## src/rtl/streamer_pkg.sv

```systemverilog
// rtl/streamer_pkg.sv - shared state type and constants for conv_input_streamer
package streamer_pkg;

    typedef enum logic [1:0] {
        IDLE,
        RUN,
        DONE
    } streamer_state_t;

    localparam int FIFO_DEPTH = 2;
    localparam int FIFO_CNT_W = $clog2(FIFO_DEPTH + 1);

    localparam logic STREAM_A = 1'b0;
    localparam logic STREAM_B = 1'b1;

endpackage

```

## src/rtl/stream_fifo2.sv

```systemverilog
// rtl/stream_fifo2.sv - two-entry FIFO buffering one operand stream
module stream_fifo2
    import streamer_pkg::*;
#(
    parameter int DATA_WIDTH = 16
) (
    input  logic                  clk,
    input  logic                  rst_in,
    input  logic                  push,
    input  logic [DATA_WIDTH-1:0] push_data,
    input  logic                  pop,
    output logic [FIFO_CNT_W-1:0] count,
    output logic [DATA_WIDTH-1:0] head
);

    logic [DATA_WIDTH-1:0] mem_q [FIFO_DEPTH];
    logic                  rd_q;
    logic                  wr_q;

    always_ff @(posedge clk) begin
        if (rst_in) begin
            for (int i = 0; i < FIFO_DEPTH; i++) begin
                mem_q[i] <= '0;
            end
            rd_q  <= 1'b0;
            wr_q  <= 1'b0;
            count <= '0;
        end else begin
            if (push) begin
                mem_q[wr_q] <= push_data;
                wr_q        <= ~wr_q;
            end
            if (pop) begin
                rd_q <= ~rd_q;
            end
            count <= count + FIFO_CNT_W'(push) - FIFO_CNT_W'(pop);
        end
    end

    assign head = mem_q[rd_q];

endmodule

```

## src/rtl/conv_input_streamer.sv

```systemverilog
// rtl/conv_input_streamer.sv - memory-to-stream feeder for a/b operands; CONV_INPUT_STREAMER_STALL_CNT_EN adds stall_cycles
module conv_input_streamer
    import streamer_pkg::*;
#(
    parameter int IO_DATA_WIDTH  = 16,
    parameter int EXT_MEM_WIDTH  = 32,
    parameter int MEM_ADDR_WIDTH = 16,
    parameter int LEN_WIDTH      = 16
) (
    input  logic                      clk,
    input  logic                      rst_in,
    input  logic                      start,
    input  logic [MEM_ADDR_WIDTH-1:0] a_base,
    input  logic [MEM_ADDR_WIDTH-1:0] b_base,
    input  logic [LEN_WIDTH-1:0]      a_len,
    input  logic [LEN_WIDTH-1:0]      b_len,
    output logic                      busy,
    output logic                      done,
    output logic                      mem_re,
    output logic [MEM_ADDR_WIDTH-1:0] mem_addr,
    input  logic [EXT_MEM_WIDTH-1:0]  mem_rdata,
    output logic [IO_DATA_WIDTH-1:0]  a_input,
    output logic [IO_DATA_WIDTH-1:0]  b_input,
    output logic                      a_valid,
    output logic                      b_valid,
    input  logic                      a_ready,
    input  logic                      b_ready
`ifdef CONV_INPUT_STREAMER_STALL_CNT_EN
    ,
    output logic [31:0]               stall_cycles
`endif
);

    streamer_state_t state_q, state_d;

    logic [MEM_ADDR_WIDTH-1:0] base_q   [2];
    logic [LEN_WIDTH-1:0]      len_q    [2];
    logic [LEN_WIDTH-1:0]      issued_q [2];
    logic [1:0]                inflight_q;
    logic                      ptr_q;

    logic [FIFO_CNT_W-1:0]     fifo_count [2];
    logic [IO_DATA_WIDTH-1:0]  fifo_head  [2];
    logic [1:0]                valid, ready, pop, eligible, drained, grant;

    logic unused_rdata_hi;
    assign unused_rdata_hi = ^mem_rdata[EXT_MEM_WIDTH-1:IO_DATA_WIDTH];

    assign ready = {b_ready, a_ready};

    for (genvar s = 0; s < 2; s++) begin : g_stream
        assign valid[s] = (fifo_count[s] != '0);
        assign pop[s]   = valid[s] & ready[s];
        // A same-cycle pop frees a slot, which keeps a single stream at full rate.
        assign eligible[s] = (state_q == RUN) && (issued_q[s] < len_q[s]) &&
                             ({1'b0, fifo_count[s]} + {2'b00, inflight_q[s]}
                              < 3'd2 + {2'b00, pop[s]});
        assign drained[s]  = (issued_q[s] == len_q[s]) && !inflight_q[s] &&
                             (fifo_count[s] == FIFO_CNT_W'(pop[s]));

        stream_fifo2 #(
            .DATA_WIDTH(IO_DATA_WIDTH)
        ) u_fifo (
            .clk      (clk),
            .rst_in   (rst_in),
            .push     (inflight_q[s]),
            .push_data(mem_rdata[IO_DATA_WIDTH-1:0]),
            .pop      (pop[s]),
            .count    (fifo_count[s]),
            .head     (fifo_head[s])
        );
    end

    always_comb begin
        grant = 2'b00;
        if (eligible == 2'b11) begin
            grant = (ptr_q == STREAM_B) ? 2'b10 : 2'b01;
        end else begin
            grant = eligible;
        end
    end

    always_comb begin
        mem_addr = '0;
        if (grant[STREAM_A]) begin
            mem_addr = base_q[STREAM_A] + MEM_ADDR_WIDTH'(issued_q[STREAM_A]);
        end else if (grant[STREAM_B]) begin
            mem_addr = base_q[STREAM_B] + MEM_ADDR_WIDTH'(issued_q[STREAM_B]);
        end
    end

    always_comb begin
        state_d = state_q;
        case (state_q)
            IDLE:    if (start) state_d = RUN;
            RUN:     if (&drained) state_d = DONE;
            DONE:    state_d = IDLE;
            default: state_d = IDLE;
        endcase
    end

    always_ff @(posedge clk) begin
        if (rst_in) begin
            state_q    <= IDLE;
            ptr_q      <= STREAM_A;
            inflight_q <= 2'b00;
            for (int s = 0; s < 2; s++) begin
                base_q[s]   <= '0;
                len_q[s]    <= '0;
                issued_q[s] <= '0;
            end
        end else begin
            state_q <= state_d;
            if (state_q == IDLE && start) begin
                base_q[STREAM_A]   <= a_base;
                base_q[STREAM_B]   <= b_base;
                len_q[STREAM_A]    <= a_len;
                len_q[STREAM_B]    <= b_len;
                issued_q[STREAM_A] <= '0;
                issued_q[STREAM_B] <= '0;
                inflight_q         <= 2'b00;
                ptr_q              <= STREAM_A;
            end else begin
                inflight_q <= grant;
                for (int s = 0; s < 2; s++) begin
                    if (grant[s]) issued_q[s] <= issued_q[s] + 1'b1;
                end
                if (eligible == 2'b11) ptr_q <= ~ptr_q;
            end
        end
    end

    assign busy    = (state_q == RUN);
    assign done    = (state_q == DONE);
    assign mem_re  = |grant;
    assign a_input = fifo_head[STREAM_A];
    assign b_input = fifo_head[STREAM_B];
    assign a_valid = valid[STREAM_A];
    assign b_valid = valid[STREAM_B];

`ifdef CONV_INPUT_STREAMER_STALL_CNT_EN
    logic stall_event;
    assign stall_event = (a_valid && !a_ready) || (b_valid && !b_ready);

    always_ff @(posedge clk) begin
        if (rst_in) begin
            stall_cycles <= '0;
        end else if (state_q == IDLE && start) begin
            stall_cycles <= '0;
        end else if (state_q == RUN && stall_event && stall_cycles != '1) begin
            stall_cycles <= stall_cycles + 32'd1;
        end
    end
`endif

endmodule

```

## config.mk

```make
export PLATFORM = sky130hd
export DESIGN_NAME = conv_input_streamer
export DESIGN_NICKNAME = d
export VERILOG_FILES = /design/src/rtl/streamer_pkg.sv /design/src/rtl/stream_fifo2.sv /design/src/rtl/conv_input_streamer.sv
export SDC_FILE = /design/constraint.sdc
export NUM_CORES = 1
export LEC_CHECK = 0
export ABC_AREA = 1
export CORE_ASPECT_RATIO = 1.75
export CORE_MARGIN = 8
export CORE_UTILIZATION = 43
export DETAILED_ROUTE_END_ITERATION = 12
export HOLD_SLACK_MARGIN = 0.02
export PLACE_DENSITY = 0.65
export SETUP_SLACK_MARGIN = 0.02
export SLEW_MARGIN = 40
export SYNTH_ARGS = -nofsm -noshare
export SYNTH_HDL_FRONTEND = slang
export SYNTH_SLANG_ARGS = --single-unit
export TNS_END_PERCENT = 50
```

## constraint.sdc

```tcl
create_clock -name clk -period 4.3 [get_ports clk]
set_input_delay 1.29 -clock clk [delete_from_list [all_inputs] [get_ports clk]]
set_output_delay 1.29 -clock clk [all_outputs]
set_load 0.005 [all_outputs]
```

---- Yosys cells after proc, flatten, opt, wreduce, memory -nomap -nowiden ----
Memories as Yosys holds them, arrays and structs flattened. A register that Yosys moved wholly into a read port is not among the register bits.
Cells that the tools add are included.
W data, S select, Z words.
storage, ports and cells
  register bits ........................... 13
  bits in latches ......................... 0
  memory bits (writable) .................. 160
  ROM bits ................................ 0
  bits of input ports ..................... 101
  output and inout bits ................... 53
  memories ................................ 5
memories
  memory                    depth  width  rd ports  clocked after Yosys merged registers in  wr ports  line                       text
  base_q                    2      16     2         0                                        2         conv_input_streamer.sv:36  logic [MEM_ADDR_WIDTH-1:0] base_q [2];
  g_stream[0].u_fifo.mem_q  2      16     1         1                                        2         stream_fifo2.sv:16         logic [DATA_WIDTH-1:0] mem_q [FIFO_DEPTH];
  g_stream[1].u_fifo.mem_q  2      16     1         1                                        2         stream_fifo2.sv:16
  issued_q                  2      16     2         0                                        2         conv_input_streamer.sv:38  logic [LEN_WIDTH-1:0] issued_q [2];
  len_q                     2      16     2         0                                        2         conv_input_streamer.sv:37  logic [LEN_WIDTH-1:0] len_q [2];
cells by class
  $add $sub $neg .......................... 12
  multiply operators ...................... 0
  divide/modulo/power cells ............... 0
  order comparisons ....................... 4
  equality and inequality tests ........... 9
  shift-type cells ........................ 0
  multiplexer cells ....................... 44
  bitwise logic cells ..................... 15
  reductions and logical operators ........ 20
operators by type and width
  kind                     number
  $mux W16                 12
  $add A16 B1 Y16 const B  2
  $add A16 B16 Y16         2
  $eq A16 B16 Y1           2
  $lt A16 B16 Y1           2
  $reduce_or A16 Y1        2
  $mux W1                  27
  $logic_and A1 B1 Y1      9
  $mux W2                  4
  $or A1 B1 Y1             8
  $add A2 B1 Y3            2
  $add A2 B1 Y3 const A    2
  $lt A3 B3 Y1             2
  $not A1 Y1               5
  $add A2 B1 Y2            2
  $eq A2 B1 Y1             2
  $eq A2 B2 Y1 const B     2
  $pmux W2 S2              1
  $reduce_and A2 Y1        2
  $reduce_bool A2 Y1       2
  $reduce_or A2 Y1         2
  $sub A2 B1 Y2            2
  $and A1 B1 Y1            2
  $eq A2 B1 Y1 const B     1
  4 further kinds          5

---- Depth between registers and ports, before layout ----
Gate-level depths: netlist (run 1).
  depth after elaboration ................. 12
  mapped depth ............................ 15

---- By module ----
From an unflattened synthesis (run 1), not the netlist that was laid out.
unflattened totals
  cells, all modules ...................... 1,198
  area, all modules ....................... 10,730.3 µm²
by module, submodules not included
  module               instances  cells each  area each (µm²)  seq. area each (µm²)
  conv_input_streamer  1          936         7,434.6          2,982.9
  stream_fifo2         2          131         1,647.8          1,061.0

---- Worst setup path after synthesis (run 1) ----
Ideal clock, no wire load.
  path type ............................... input to output
  from .................................... in a_ready
  to ...................................... out mem_addr[4]
  data arrival time ....................... 2.084 ns
  data required time ...................... 3.010 ns
  path slack .............................. 0.926 ns
  cell stages on the path ................. 8
  buffers on the path ..................... 1
  cell sequence ........................... nand2_1 -> o21ai_1 -> nand3_2 -> clkinv_1 -> nand3_2 -> buf_2 -> nand3b_1 -> o21ai_0
between the ends
  longest elaborated chain between the ends .. 8
RTL lines
  item                     line                       text
  start: declaration       conv_input_streamer.sv:26  input logic a_ready,
  $and A1 B1 Y1 (*)        conv_input_streamer.sv:53  assign pop[s] = valid[s] & ready[s];
  $add A2 B1 Y3 (*)        conv_input_streamer.sv:57  < 3'd2 + {2'b00, pop[s]});
  $lt A3 B3 Y1 (*)         conv_input_streamer.sv:57
  $logic_and A1 B1 Y1 (*)  conv_input_streamer.sv:55  assign eligible[s] = (state_q == RUN) && (issued_q[s] < len_q[s]) &&
  $eq A2 B2 Y1             conv_input_streamer.sv:76  if (eligible == 2'b11) begin
  $mux W2 (*)              conv_input_streamer.sv:76
  $mux W16                 conv_input_streamer.sv:87  end else if (grant[STREAM_B]) begin
  $mux W16 (*)             conv_input_streamer.sv:85  if (grant[STREAM_A]) begin
  end: declaration         conv_input_streamer.sv:20  output logic [MEM_ADDR_WIDTH-1:0] mem_addr,
Mark *: on every way between the ends. The rest lies on a longest branch, timed or not.

---- Worst setup path in the final report (run 1) ----
  from .................................... in a_ready
  to ...................................... out mem_addr[12]
Same word-level chain as after synthesis.

==> flow_metrics.tcl, run 1 <==
set metrics [dict create \
    die_w_um 134.2 \
    async_reset_ff_frac 0 \
    synthesis.area_um2 10510 \
    synth_area_leader_cell "edfxtp_1" \
    final.min_clock_period_ns 4.243 \
    fp.dieArea_um2 29910 \
    slew_headroom 0.5065 \
    synth-simple-area-share 0.2173 \
    synthXorXnorAreaFrac 0.02832 \
    synth-compound-area-share 0.05308 \
    final_cell_mix "219 x inv_1, 201 x nand2_1, 184 x nor2_1" \
    avgSynthCellArea_um2 8.971 \
    clk_latency_ns 0.45 \
    yosys_warnings 0 \
    grt_pass1_wl_um 41870 \
    cts_buffers 17 \
    setup_violations 0 \
    cts.path.max_buffers 2 \
    synth_edf_count 160 \
    dp.cells 1624 \
    placed_cell_area_um2 12390 \
    cts.root.buffer_cell "clkbuf_16" \
    clock-sinks 175 \
    ir_drop_v 0.0002925 \
    clkSlewWorstSetupHoldPaths_ns 0.07 \
    cp-end-kind "output port" \
    synth_top_family_by_area "simple AND/OR/NAND/NOR gates" \
    report.final.slew_viol_count 0 \
    stdcell_area_um2 13080 \
    wl_met3_um 963 \
    fin_ws_ns 0.05725 \
    portBuffers 137 \
    dr_total_vias 8092 \
    routed_via_density 4.869 \
    synth.area.top_cells "edfxtp_1 46%, ha_1 8.6%, inv_1 7.9%" \
    fin_crit_sh 0.9867 \
    cts_tree "yes" \
    worst_pin_slew_ns 0.7392 \
    num-nets-final 1516 \
    grtUsageTotal 0.1807 \
    highest_layer "met4" \
    die-height_um 222.9 \
    antenna_found_initial 0 \
    start_kind "input pin" \
    grt_overflow 0 \
    insertedDiodeCount 0 \
    synth_top_area_frac 0.4570 \
    synthMuxAreaShare 0.03427 \
    holdPathStages 1 \
    io_pins 154 \
    drv_cap 0 \
    drtIter0Drc 367 \
    synth_flop_cell "edfxtp_1" \
    worstPathRequired_ns 3.01 \
    grt_max_degree 57 \
    fin_cells 1662 \
    routed_wl_um 26070 \
    power_leakage_nw 6.053 \
    syn_inst 1172 \
    core_um2 24020 \
    dr.pass1.iters 5 \
    syn2layout_area_growth_pct 24.40 \
    synth-seq-cells 175 \
    rsz0062_at_grt "true" \
    r2r_slack_ns 1.51 \
    drive_above_1_share 0.1226 \
    final_common_cell "inv_1" \
    synth_fa_ha_area_frac 0.08949 \
    met1_length_um 8948 \
    fin_skew_ns 0.01261 \
    post-dp-hpwl_um 20870 \
    drc 0 \
    holdBufCountCts 0 \
    grt_pass1_vias 8383 \
    routed-wl-met2_um 14840 \
    status "finished, final reports clean" \
    worstSetupPathType "in -> out" \
    fmax_ghz 0.2357 \
    post-route-util 0.5444 \
    final_antenna_net_count 0 \
    hp-class "reg -> reg" \
    synth_cell_type_count 41 \
    place.gp.congestion 0.8788 \
    p_per_area_nw_per_um2 417.5 \
    floorplan.initialDensity 0.4377 \
    fillers 2277 \
    pre_cts_ws_ns -0.3635 \
    yosysSeqAreaShare 0.4855 \
    htreeDepth 4 \
    finalHoldViolations 0 \
    core.rowCount 75 \
    cp_max_fo 4 \
    tns_ns 0 \
    reg2reg_depth 12 \
    synthesis.nets 1347 \
    crit_arrival_ns 2.95 \
    wl_per_cell_um 15.69 \
]
[stage by stage]
step | total power [mW] | hold slack (ns)
after floorplan | 3.195 | 0.4255
after global placement | 3.895 | 0.4340
after detailed placement | 3.933 | 0.4498
after CTS | 5.503 | 0.4591
after global routing | 5.781 | 0.4900
final | 5.460 | 0.4612
[routing by layer]
layer | GRT usage | vias to the layer above
li1 | - | 4149
met1 | 0.1666 | 3718
met2 | 0.3525 | 169
met3 | 0.03690 | 56
met4 | 0.1016 | 0
met5 | 0 | -
[worst max-delay path, cell delays in order]
cell	delay (ns)
clkdlybuf4s50_1	0.47
nand2_2	0.08
o21ai_2	0.16
nand3_4	0.13
inv_4	0.10
nand2_2	0.06
a21oi_2	0.15
buf_6	0.13
buf_4	0.11
nand2_1	0.06
nand2_1	0.09
buf_2	0.12
[cells in the mapped netlist, types with 4 or more instances]
cell type / instances
edfxtp_1: 160
xnor2_1: 11
buf_2: 8
dfxtp_1: 15
nor3_1: 11
nand4_1: 15
o21ai_0: 17
nor2_1: 184
nand3_1: 61
clkbuf_1: 9
ha_1: 72
o21bai_1: 4
a21oi_1: 44
buf_6: 5
nand3b_1: 7
nor2_2: 10
a21oi_2: 10
nand2_1: 205
nor4_1: 5
xor2_1: 23
nand3_2: 4
inv_1: 220
o21ai_2: 9
mux2_2: 32
[repair_timing]
item                                    in CTS  in global routing
gates cloned                                 1                  0
gates resized for setup                     44                 15
setup buffers                                4                  1
pin swaps                                    5                  2
endpoints found under the setup margin      17                 16
[cells by family after synthesis]
group,count (synthesis)
AO/OA/AOI/OAI,91
buffers and inverters,245
multiplexers,32
AND/OR/NAND/NOR,521
adder cells (fa/ha/maj),74
XOR/XNOR,34
flip-flops,175
[cell type report]
type                            instances  area, um^2  area share
Multi-Input combinational cell        752        4509      0.3448
Inverter                              223       839.6     0.06419
Sequential cell                       175        5105      0.3903
Clock buffer                           18       429.2     0.03281
Clock inverter                         14       151.4     0.01158
Tap cell                              308       385.4     0.02947
Timing Repair Buffer                  172        1659      0.1269
[report_power, final]
group | switching (mW) | internal [mW]
clock | 0.711 | 0.819
sequential | 0.179 | 2.06
combinational | 0.912 | 0.781
[path summary, 6_finish.rpt]
path / start / to
hold / removal: g_stream[1].u_fifo.rd_q$_SDFFE_PP0P_ / g_stream[1].u_fifo.rd_q$_SDFFE_PP0P_
setup / recovery: a_ready / mem_addr[12]
setup reg to reg: issued_q[0][10]$_SDFFCE_PN0P_ / issued_q[0][2]$_SDFFCE_PN0P_
hold reg to reg: g_stream[1].u_fifo.rd_q$_SDFFE_PP0P_ / g_stream[1].u_fifo.rd_q$_SDFFE_PP0P_
[sequential cells by signal (all words and copies together) (netlist names), named ones only]
name / flops
base_q: 32
ptr_q: 1
len_q: 32
g_stream.u_fifo.wr_q: 2
state_q: 2
g_stream.u_fifo.mem_q: 64
inflight_q: 2
g_stream.u_fifo.rd_q: 2
issued_q: 32
g_stream.u_fifo.count: 4
No activity file was read; power rests on OpenSTA's default activity.
==> run 2: changes to the inputs <==
CORE_UTILIZATION = 30   (was 43)
PLACE_DENSITY = 0.48   (was 0.65)
==> run 2 against run 1 <==
Worst setup slack better by 0.12 ns. Clock-buffer cell count is 1 lower. Total power is 2.7% higher. Combinational power hardly changed. Global-route usage is 3.6 points lower. Sequential share of layout area is 0.58 points lower. Register-to-register slack better by 0.18 ns. Sequential power hardly changed. Hold slack worse by 0.0028 ns. Highest routed layer unchanged. Clock power is 9.8% higher. Clock skew hardly changed. First-iteration DRC count is 11% higher.
==> flow_metrics.tcl, run 2 (synthesized netlist as in run 1, its figures left out) <==
set metrics [dict create \
    start_kind "input pin" \
    drive_above_1_share 0.1271 \
    crit_chain "dlygate4sd2_1, nand3b_1, nand2_1, nand2_1, nor2_2, nand2_2, o21ai_2, buf_4, buf_6, o21ai_2, clkdlybuf4s15_2" \
    placed_cell_area_um2 12600 \
    reg2reg_to "issued_q[0][24]$_SDFFCE_PN0P_" \
    die_w_um 157.5 \
    place.gp.congestion 0.8601 \
    p_per_area_nw_per_um2 422.4 \
    clk_latency_ns 0.47 \
    fin_crit_sh 0.9594 \
    ir_drop_v 0.0003116 \
    slowest_stage "dlygate4sd2_1" \
    largest_reg_flops 64 \
    htreeDepth 4 \
    hp-class "reg -> reg" \
    dr_total_vias 8098 \
    grt_pass1_vias 8310 \
    routed_via_density 4.467 \
    total_power_mw 5.608 \
    rsz0062_at_grt "false" \
    drv_cap 0 \
    antenna_found_initial 0 \
    holdBufCountCts 0 \
    grt_pass1_wl_um 44820 \
    fmax_ghz 0.2424 \
    cts.root.buffer_cell "clkbuf_16" \
    status "finished, final reports clean" \
    power_leakage_nw 6.083 \
    cp-end-kind "output port" \
    crit_arrival_ns 2.84 \
    num-nets-final 1515 \
    worstSetupPathType "in -> out" \
    hold_start "g_stream[0].u_fifo.rd_q$_SDFFE_PP0P_" \
    grt_max_degree 65 \
    drtIter0Drc 406 \
    fp.dieArea_um2 41530 \
    final_antenna_net_count 0 \
    fin_skew_ns 0.01219 \
    core_um2 34570 \
    report.final.slew_viol_count 0 \
    hold_path_end "g_stream[0].u_fifo.rd_q$_SDFFE_PP0P_" \
    final_cell_mix "219 x inv_1, 200 x nand2_1, 184 x nor2_1" \
    dr.pass1.iters 7 \
    setup_violations 0 \
    die-height_um 263.7 \
    insertedDiodeCount 0 \
    floorplan.initialDensity 0.3041 \
    io_pins 154 \
    grt_overflow 0 \
    slew_headroom 0.4775 \
    final.min_clock_period_ns 4.125 \
    final_common_cell "inv_1" \
    routed_wl_um 28870 \
    stdcell_area_um2 13280 \
    top_register "g_stream.u_fifo.mem_q" \
    clkSlewWorstSetupHoldPaths_ns 0.08 \
    wl_per_cell_um 15.92 \
    core.rowCount 90 \
    cts_buffers 17 \
    cts_tree "yes" \
    drc 0 \
    syn2layout_area_growth_pct 26.28 \
    worst_pin_slew_ns 0.7819 \
    cp_max_fo 11 \
    r2r_slack_ns 1.69 \
    reg2reg_depth 12 \
    regToRegStartpoint "issued_q[0][27]$_SDFFCE_PN0P_" \
    portBuffers 137 \
    holdPathStages 1 \
    worstPathRequired_ns 3.01 \
    cts.path.max_buffers 2 \
    clock-sinks 175 \
    post-dp-hpwl_um 23070 \
    finalHoldViolations 0 \
    crit_path_max_incr_delay_ns 0.28 \
    grtUsageTotal 0.1443 \
]
run 2: timing repair:
action | CTS | global route
setup endpoints to repair | 17 | 1
pin swaps | 4 | 0
gates resized for setup | 71 | 1
buffers inserted | 5 | 0
run 2: worst max path at each step:
stage                             end  slack, ns                           from
final                     mem_addr[5]       0.17                        b_ready
after global routing      mem_addr[9]       0.05  issued_q[0][27]$_SDFFCE_PN0P_
after CTS                 mem_addr[1]      -0.01                        b_ready
after detailed placement  mem_addr[3]      -0.41                        a_ready
after global placement    mem_addr[3]      -0.39                        a_ready
after floorplan           mem_addr[4]       0.93                        a_ready
run 2: layout make-up:
class / instances / area (um^2)
multi-input combinational: 752 / 4466
tap: 460 / 575.6
sequential: 175 / 5105
clock buffer: 17 / 425.4
clock inverter: 15 / 217.7
inverter: 223 / 838.3
timing repair buffer: 171 / 1649
fill: 3607 / 21290
run 2: stage by stage:
step / setup TNS, ns / std cells / setup slack (ns) / utilization / hold WS, ns
floorplan: 0 / 1172 / 0.9262 / - / 0.4255
global placement: -5.206 / 1776 / -0.3922 / 0.3645 / 0.4339
detailed placement: -5.393 / 1776 / -0.4066 / 0.3645 / 0.4426
CTS: -0.009659 / 1813 / -0.009659 / 0.3840 / 0.4560
global route: 0 / 1813 / 0.05394 / 0.3840 / 0.4723
finish: 0 / 1813 / 0.1747 / 0.3840 / 0.4585
run 2: report_power, final:
| group | leakage, nW | total, mW | switching [mW] | internal [mW] |
|---|---|---|---|---|
| registers | 1.83 | 2.24 | 0.185 | 2.06 |
| logic | 3.94 | 1.69 | 0.916 | 0.775 |
| clock network | 0.310 | 1.68 | 0.858 | 0.819 |
run 2: worst max-delay path, delay by kind of cell:
family,cells,cell delay [ns]
buffers and inverters,4,0.81
AO/OA/AOI/OAI,2,0.29
AND/OR/NAND/NOR,5,0.44
run 2: layer usage:
layer,part of all wire,global-route usage,vias to the layer above
met5,0,0,-
met4,0.025,0.06279,0
met3,0.027,0.01913,31
met2,0.60,0.3002,140
met1,0.35,0.1310,3788
li1,-,-,4139
==> run 3: changes to the inputs <==
SETUP_SLACK_MARGIN = unset   (was 0.02)
==> run 3 against run 2 <==
Clock power hardly changed. Utilization is 0.090 points higher. Worst setup slack worse by 0.092 ns. Critical endpoint is now mem_addr[6]. Largest cell class unchanged. Highest routed layer unchanged.
==> flow_metrics.tcl, run 3 (synthesized netlist as in run 1, its figures left out) <==
set metrics [dict create \
    dp.cells 1776 \
    p_int_mw 3.652 \
    clk_latency_ns 0.47 \
    power_leakage_nw 6.129 \
    ir_drop_v 0.0003140 \
    top_register "g_stream.u_fifo.mem_q" \
    fin_cells 1811 \
    r2r_slack_ns 1.67 \
    final.min_clock_period_ns 4.217 \
    power_frac_clock 0.299 \
    worstPathRequired_ns 3.01 \
    crit_arrival_ns 2.93 \
    tns_ns 0 \
    cp_max_fo 11 \
    fillers 3609 \
    grt_overflow 0 \
    post-route-util 0.3849 \
    final_antenna_net_count 0 \
    post-dp-hpwl_um 23070 \
    report.final.slew_viol_count 0 \
    start_kind "input pin" \
    fin_skew_ns 0.01285 \
    place.gp.congestion 0.8601 \
    fmax_ghz 0.2371 \
    drtIter0Drc 422 \
    routed_via_density 4.482 \
    slew_headroom 0.4774 \
    die-height_um 263.7 \
    worst_pin_slew_ns 0.7820 \
    switchingPower_mw 1.959 \
    htreeDepth 4 \
    power_frac_comb 0.301 \
    antenna_found_initial 0 \
    hp-class "reg -> reg" \
    wl_per_cell_um 15.92 \
    setup_violations 0 \
    seq_area_um2 5105 \
    multi_input_area_um2 4483 \
    cp-end-kind "output port" \
    num-nets-final 1513 \
    io_pins 154 \
    cts.root.buffer_cell "clkbuf_16" \
    grtUsageTotal 0.1439 \
    drc 0 \
    regToRegStartpoint "issued_q[0][27]$_SDFFCE_PN0P_" \
    clkSlewWorstSetupHoldPaths_ns 0.08 \
    startpoint "a_ready" \
    floorplan.initialDensity 0.3041 \
    grt_pass1_vias 8307 \
    p_sw_frac 0.3492 \
    endpoint "mem_addr[6]" \
    cts.path.max_buffers 2 \
    drv_cap 0 \
    largest_reg_flops 64 \
    status "finished, final reports clean" \
    seq_power_share 0.399 \
    rsz0062_at_grt "true" \
    fin_crit_sh 0.9807 \
    finalHoldViolations 0 \
    portBuffers 137 \
    reg2reg_depth 12 \
    p_per_area_nw_per_um2 421.6 \
    core.rowCount 90 \
    core_um2 34570 \
    reg2reg_to "issued_q[0][24]$_SDFFCE_PN0P_" \
    drive_above_1_share 0.1192 \
    die_w_um 157.5 \
    fp.dieArea_um2 41530 \
    syn2layout_area_growth_pct 26.57 \
    holdBufCountCts 0 \
    grt_max_degree 65 \
    cts_buffers 17 \
    total_power_mw 5.611 \
    clock-sinks 175 \
    insertedDiodeCount 0 \
    final_cell_mix "219 x inv_1, 202 x nand2_1, 184 x nor2_1" \
    dr_total_vias 8117 \
    final_common_cell "inv_1" \
    routed_wl_um 28830 \
    worstSetupPathType "in -> out" \
    grt_pass1_wl_um 44690 \
    cts_tree "yes" \
    dr.pass1.iters 5 \
]
-- run 3: cell type report --
| type | count | area share |
|---|---|---|
| timing repair buffer | 169 | 0.1250 |
| tap | 460 | 0.04325 |
| inverter | 223 | 0.06290 |
| multi-input combinational | 752 | 0.3369 |
| clock buffer | 17 | 0.03197 |
| clock inverter | 15 | 0.01636 |
| sequential | 175 | 0.3836 |
-- run 3: through the flow --
stage	hold slack [ns]	instance area [um^2]	setup WS, ns
2_1_floorplan	0.4255	10510	0.9262
3_3_place_gp	0.4339	12600	-0.3922
3_5_place_dp	0.4426	12600	-0.4066
4_1_cts	0.4560	13270	-0.2143
5_1_grt	0.4723	13310	-0.01074
6_report	0.4585	13310	0.08295
-- run 3: power groups by stage --
stage	clock, mW	combinational (mW)	sequential [mW]
2_1_floorplan	0	1.02	2.18
3_3_place_gp	0	1.69	2.29
3_5_place_dp	0	1.70	2.29
4_1_cts	1.72	1.72	2.25
5_1_grt	1.78	1.89	2.27
6_report	1.68	1.69	2.24
-- run 3: repair_timing --
item,in CTS,in global routing
endpoints found under the setup margin,17,16
buffers inserted,2,1
pin swaps,2,2
hold endpoints to repair,0,0
gates resized for setup,28,25
-- run 3: worst min-delay path by stage --
stage | depth (start not counted) | end | slack (ns) | startpoint
2_1_floorplan | 1 | flop | 0.43 | g_stream[1].u_fifo.rd_q$_SDFFE_PP0P_
3_3_place_gp | 1 | g_stream[1].u_fifo.rd_q$_SDFFE_PP0P_ | 0.43 | g_stream[1].u_fifo.rd_q$_SDFFE_PP0P_
3_5_place_dp | 1 | flop | 0.44 | g_stream[1].u_fifo.rd_q$_SDFFE_PP0P_
4_1_cts | 1 | g_stream[0].u_fifo.rd_q$_SDFFE_PP0P_ | 0.46 | g_stream[0].u_fifo.rd_q$_SDFFE_PP0P_
5_1_grt | 1 | g_stream[0].u_fifo.rd_q$_SDFFE_PP0P_ | 0.47 | g_stream[0].u_fifo.rd_q$_SDFFE_PP0P_
6_report | 1 | g_stream[0].u_fifo.rd_q$_SDFFE_PP0P_ | 0.46 | g_stream[0].u_fifo.rd_q$_SDFFE_PP0P_
-- run 3: layer usage --
layer  track usage  part of all wire  vias to the layer above
li1              -                 -                     4134
met1        0.1299              0.34                     3807
met2        0.3006              0.60                      143
met3       0.01929             0.028                       33
met4       0.06124             0.025                        0
met5             0                 0                        -
-- run 3: worst max-delay path, stage by stage --
cell	delay (ns)
clkdlybuf4s50_1	0.47
nand2_2	0.08
o21ai_2	0.13
nand3_2	0.13
a21oi_4	0.17
o21ai_4	0.11
buf_8	0.16
o21ai_2	0.11
dlygate4sd2_1	0.26
